File: src/rtl/inv_addroundkey_mixcol.sv
// AES-128 inverse round back end: round-key add, then InvMixColumns unless sel=1.
// Define INV_MIX_PARALLEL_EN to mix all four columns in one cycle instead of one per cycle.
module inv_addroundkey_mixcol #(
  parameter bit DONE_STICKY = 1'b0
) (
  input  logic         clk,
  input  logic         rst,
  input  logic         en,
  input  logic         sel,
  input  logic [127:0] state_in,
  input  logic [127:0] key_in,
  output logic [127:0] state_out,
  output logic         busy,
  output logic         done
);

  localparam logic [1:0] IDLE = 2'd0;
  localparam logic [1:0] MIX  = 2'd1;
  localparam logic [1:0] DONE = 2'd2;

  logic [1:0]   st;
  logic [127:0] work;
  logic [127:0] work_mix;
  logic         last_col;
  logic         done_r;

  function automatic logic [7:0] xt(input logic [7:0] b);
    return {b[6:0], 1'b0} ^ (b[7] ? 8'h1b : 8'h00);
  endfunction

  // 9, 11, 13, 14 built from x2/x4/x8 xtime chain
  function automatic logic [31:0] imc(input logic [31:0] c);
    logic [7:0] a;
    logic [7:0] x2;
    logic [7:0] x4;
    logic [7:0] x8;
    logic [7:0] m9 [4];
    logic [7:0] mb [4];
    logic [7:0] md [4];
    logic [7:0] me [4];
    for (int i = 0; i < 4; i++) begin
      a     = c[31-8*i -: 8];
      x2    = xt(a);
      x4    = xt(x2);
      x8    = xt(x4);
      m9[i] = x8 ^ a;
      mb[i] = x8 ^ x2 ^ a;
      md[i] = x8 ^ x4 ^ a;
      me[i] = x8 ^ x4 ^ x2;
    end
    return {me[0] ^ mb[1] ^ md[2] ^ m9[3],
            m9[0] ^ me[1] ^ mb[2] ^ md[3],
            md[0] ^ m9[1] ^ me[2] ^ mb[3],
            mb[0] ^ md[1] ^ m9[2] ^ me[3]};
  endfunction

`ifdef INV_MIX_PARALLEL_EN
  always_comb begin
    work_mix = work;
    for (int c = 0; c < 4; c++) begin
      work_mix[127-32*c -: 32] = imc(work[127-32*c -: 32]);
    end
  end

  assign last_col = 1'b1;
`else
  logic [1:0] col;

  always_comb begin
    work_mix = work;
    work_mix[127-32*col -: 32] = imc(work[127-32*col -: 32]);
  end

  assign last_col = (col == 2'd3);

  always_ff @(posedge clk) begin
    if (rst) begin
      col <= 2'd0;
    end else if (st == MIX) begin
      col <= col + 2'd1;
    end else begin
      col <= 2'd0;
    end
  end
`endif

  always_ff @(posedge clk) begin
    if (rst) begin
      st     <= IDLE;
      work   <= 128'h0;
      done_r <= 1'b0;
    end else begin
      case (st)
        IDLE: begin
          if (en) begin
            work   <= state_in ^ key_in;
            st     <= sel ? DONE : MIX;
            done_r <= sel;
          end
        end
        MIX: begin
          work <= work_mix;
          if (last_col) begin
            st     <= DONE;
            done_r <= 1'b1;
          end
        end
        DONE: begin
          st     <= IDLE;
          done_r <= DONE_STICKY;
        end
        default: begin
          st     <= IDLE;
          done_r <= 1'b0;
        end
      endcase
    end
  end

  assign state_out = work;
  assign busy      = (st != IDLE);
  assign done      = done_r;

endmodule

File: config.mk
export PLATFORM = sky130hd
export DESIGN_NAME = inv_addroundkey_mixcol
export DESIGN_NICKNAME = d
export VERILOG_FILES = /design/src/rtl/inv_addroundkey_mixcol.sv
export SDC_FILE = /design/constraint.sdc
export NUM_CORES = 1
export LEC_CHECK = 0
export BUFFER_PORTS_ARGS = -buffer_cell sky130_fd_sc_hd__buf_2
export CORE_UTILIZATION = 45
export CTS_CLUSTER_DIAMETER = 60
export CTS_CLUSTER_SIZE = 24
export DETAILED_ROUTE_END_ITERATION = 7
export PLACE_DENSITY = 0.79
export SLEW_MARGIN = 20
export SYNTH_ARGS = -nofsm -noshare
export SYNTH_HDL_FRONTEND = slang
export SYNTH_SLANG_ARGS = --single-unit
File: constraint.sdc
create_clock -name clk -period 3.1 [get_ports clk]
set_input_delay 0.62 -clock clk [delete_from_list [all_inputs] [get_ports clk]]
set_output_delay 0.62 -clock clk [all_outputs]
set_load 0.005 [all_outputs]
==> flow_summary.json <==
{
  "wl_met3_mm": 3.93,
  "switching_power_mw": 6.39,
  "dp_hpwl_mm": 28.8,
  "worstSetupStartpointType": "flip-flop",
  "routed.top_layer": "met4",
  "p_comb_frac": 0.705,
  "worst_path_largest_cell_delay_ns": 0.58,
  "synth-async-reset-ratio": 0,
  "rows": 53,
  "holdBufCountCts": 0,
  "cpMostUsedCell": "buf_4",
  "required_ns": 3.43,
  "leakage_nw": 6.55,
  "area.growth.synth_to_final_pct": 45.2,
  "final_layout_size_suffix_gt1_frac": 0.513,
  "setup_slack_ns": -0.170,
  "num_vias": 10500,
  "multi_input_area_sq_um": 7710,
  "drt-initial-drc-count": 1167,
  "finalHoldViolations": 0,
  "cap_violations": 0,
  "final_area_sq_um": 14400,
  "drt-wirelength-per-cell_um": 23.9,
  "yosysSeqAreaShare": 0.266,
  "grt_pass1_vias": 9747,
  "synth_compound_area_frac": 0.147,
  "clock-sinks": 132,
  "synth_top_family_by_area": "XOR/XNOR gates",
  "synth_edf_count": 0,
  "avgViaCountPerCell": 6.11,
  "clkTransAtPathRegs_ns": 0.06,
  "powerDensity_nw_per_um2": 1010,
  "grtUsageTotal": 0.342,
  "htree_levels": 4,
  "crit_buf_inv": 4,
  "first_pass_iters": 5,
  "dieWidth_um": 151,
  "gp_congestion": 0.973,
  "skew_ns": 0.0112,
  "core_sq_um": 21400,
  "critPathArrivalTime_ns": 3.60,
  "worst_hold_slack_ns": 0.488,
  "gr-total-overflow": 0,
  "slew_violations": 0,
  "nets": 1697,
  "hp-class": "input pin to flip-flop",
  "pin_count": 390,
  "sw_frac_of_total": 0.440,
  "initial_core_util": 0.465,
  "fin_crit_sh": 1.05,
  "die_area_sq_um": 22700,
  "endpoint_kind": "flip-flop",
  "drc": 0,
  "numCtsBuffers": 17,
  "synth_nets": 1240,
  "synthSimpleGateAreaFrac": 0.109,
  "fillCellCount": 1539,
  "clockRootBuffer": "clkbuf_16",
  "grt_pass1_wl_mm": 57.2,
  "ir_drop_mv": 0.687,
  "clk_path_buf_depth": 2,
  "wl_met1_mm": 15.0,
  "synth_top_flop_cell": "dfxtp_1",
  "violations": "setup timing",
  "n_antenna_cell": 0,
  "netlist_instances": 976,
  "cp_cell_sequence": "buf_12 -> buf_4 -> mux4_2 -> buf_4 -> xnor3_1 -> xnor2_2 -> buf_4 -> xnor3_1 -> xnor2_2 -> a221oi_2 -> nor3_1",
  "final_common_cell": "buf_2",
  "synthAdderAreaFrac": 0.00504,
  "io_buffers": 389,
  "synth-xor-area-share": 0.356,
  "internal_power_mw": 8.13,
  "wl_met2_mm": 20.0,
  "cts_tree": "built",
  "wl_mm": 41.1,
  "setup_viol": 57,
  "ys_warn_count": 0,
  "syn_area_sq_um": 9930,
  "syn_area_per_cell_sq_um": 10.2,
  "rsz0062_at_grt": "yes",
  "ant_nets": 0,
  "layout_common_cells": "388 x buf_2, 131 x nor2_1, 130 x dfxtp_1, 121 x buf_4, 99 x xnor2_1",
  "pwr-share-seq": 0.144,
  "relSlewSlack": 0.252,
  "cpMaxStageDelayCell": "mux4_2",
  "cp_top_family": "XOR/XNOR gates",
  "antenna_found_initial": 0,
  "tightest_slew_ns": 1.12,
  "critical_path_class": "flip-flop to flip-flop",
  "placed_cell_area_sq_um": 12700,
  "critPathMaxFanout": 9,
  "muxShareOfSynthArea": 0.0745,
  "yosysUniqueCellTypes": 42,
  "grt_max_degree": 76,
  "status": "finished with violations",
  "synth-seq-cells": 132,
  "max_freq_mhz": 306,
  "ff_latch_area_sq_um": 2650,
  "fin_crit_ns": 3.27,
  "p_clk_frac": 0.151,
  "insertion_delay_ns": 0.43,
  "die_h_um": 151
}
power groups by stage:
stage / Clock [mW] / Combinational [mW] / Sequential [mW]
after floorplan: 0 / 5.06 / 2.07
after global placement: 0 / 7.57 / 2.10
after detailed placement: 0 / 7.70 / 2.10
after CTS: 2.19 / 8.71 / 2.07
after global routing: 2.26 / 10.6 / 2.10
final: 2.20 / 10.2 / 2.09
flip-flops by register name (all words and copies together) (netlist names):
name	cells
st	2
col	2
state_out	128
stage by stage:
step / utilization / power, mW / setup TNS [ns] / cells / setup slack [ns]
2_1_floorplan: - / 7.13 / 0 / 976 / 0.0237
3_3_place_gp: 0.596 / 9.67 / -0.826 / 1660 / -0.0684
3_5_place_dp: 0.596 / 9.80 / -3.71 / 1660 / -0.152
4_1_cts: 0.647 / 13.0 / -0.443 / 1706 / -0.0591
5_1_grt: 0.675 / 14.9 / -9.12 / 1721 / -0.241
6_report: 0.675 / 14.5 / -3.50 / 1721 / -0.170
timing repair:
item	in CTS	in global routing
endpoints found under the setup margin	78	100
endpoints found under the hold margin	0	0
buffers inserted	13	15
gates resized for setup	58	76
pin swaps	14	22
gates cloned	1	0
path summary, 6_finish.rpt:
path	slack, ns	cells past startpoint	endpoint	start
worst max-delay path	-0.17	11	state_out[36]	col[0]
worst min-delay path	0.49	3	st[1]	sel
worst max register to register	-0.17	11	state_out[36]	col[0]
worst min register to register	0.52	2	state_out[48]	state_out[48]
layout make-up:
| cell class | instances | area share |
|---|---|---|
| clock buffers | 17 | 0.0295 |
| clock inverters | 15 | 0.0141 |
| inverters | 3 | 0.000781 |
| multi-input cells | 756 | 0.535 |
| flip-flops and latches | 132 | 0.184 |
| well taps | 275 | 0.0239 |
| repair buffers | 523 | 0.213 |
cells in the mapped netlist (2+ instances only):
cell | number | area share
mux4_1 | 5 | 0.013
xor2_4 | 2 | 0.0055
nor2_1 | 131 | 0.050
nand2b_1 | 2 | 0.0013
nand2_1 | 4 | 0.0015
nand3_1 | 2 | 0.0010
xor2_1 | 104 | 0.092
xnor2_4 | 4 | 0.011
a221oi_1 | 64 | 0.056
dfxtp_1 | 132 | 0.27
and3_1 | 2 | 0.0013
a221oi_2 | 8 | 0.012
xnor2_2 | 8 | 0.013
buf_2 | 13 | 0.0066
xnor2_1 | 135 | 0.12
xnor3_2 | 4 | 0.0096
xor3_2 | 3 | 0.0076
buf_1 | 7 | 0.0026
clkbuf_1 | 55 | 0.021
o21ai_1 | 6 | 0.0030
nor3_2 | 8 | 0.0081
nor3_1 | 72 | 0.036
a21o_1 | 4 | 0.0030
o21ai_0 | 38 | 0.019
buf_4 | 4 | 0.0030
mux4_2 | 27 | 0.061
ha_1 | 4 | 0.0050
xnor3_1 | 36 | 0.082
xor2_2 | 3 | 0.0049
buf_6 | 5 | 0.0057
a21oi_1 | 5 | 0.0025
nor3b_1 | 8 | 0.0061
inv_1 | 3 | 0.0011
o221a_2 | 5 | 0.0057
o221ai_1 | 51 | 0.045
nand4_1 | 2 | 0.0013
xor3_1 | 5 | 0.012
tightest hold or removal path: stages:
cell and delay, ns:
buf_2 0.12, nor2_1 0.08, nor3_1 0.04
routing by layer:
metal | vias to the layer above | GRT usage
met5 | - | 0
met4 | 0 | 0.149
met3 | 172 | 0.0582
met2 | 841 | 0.566
met1 | 5019 | 0.438
li1 | 4485 | -
cells by family (layout without fill, tap and decap cells):
logic type / count (synthesis) / count (layout)
AO/OA/AOI/OAI: 181 / 181
XOR/XNOR: 304 / 304
adder cells (fa/ha/maj): 4 / 4
buffers and inverters: 88 / 558
flip-flops: 132 / 132
multiplexers: 32 / 32
AND/OR/NAND/NOR: 235 / 235
Note: power is estimated with default switching activity, not from simulation.
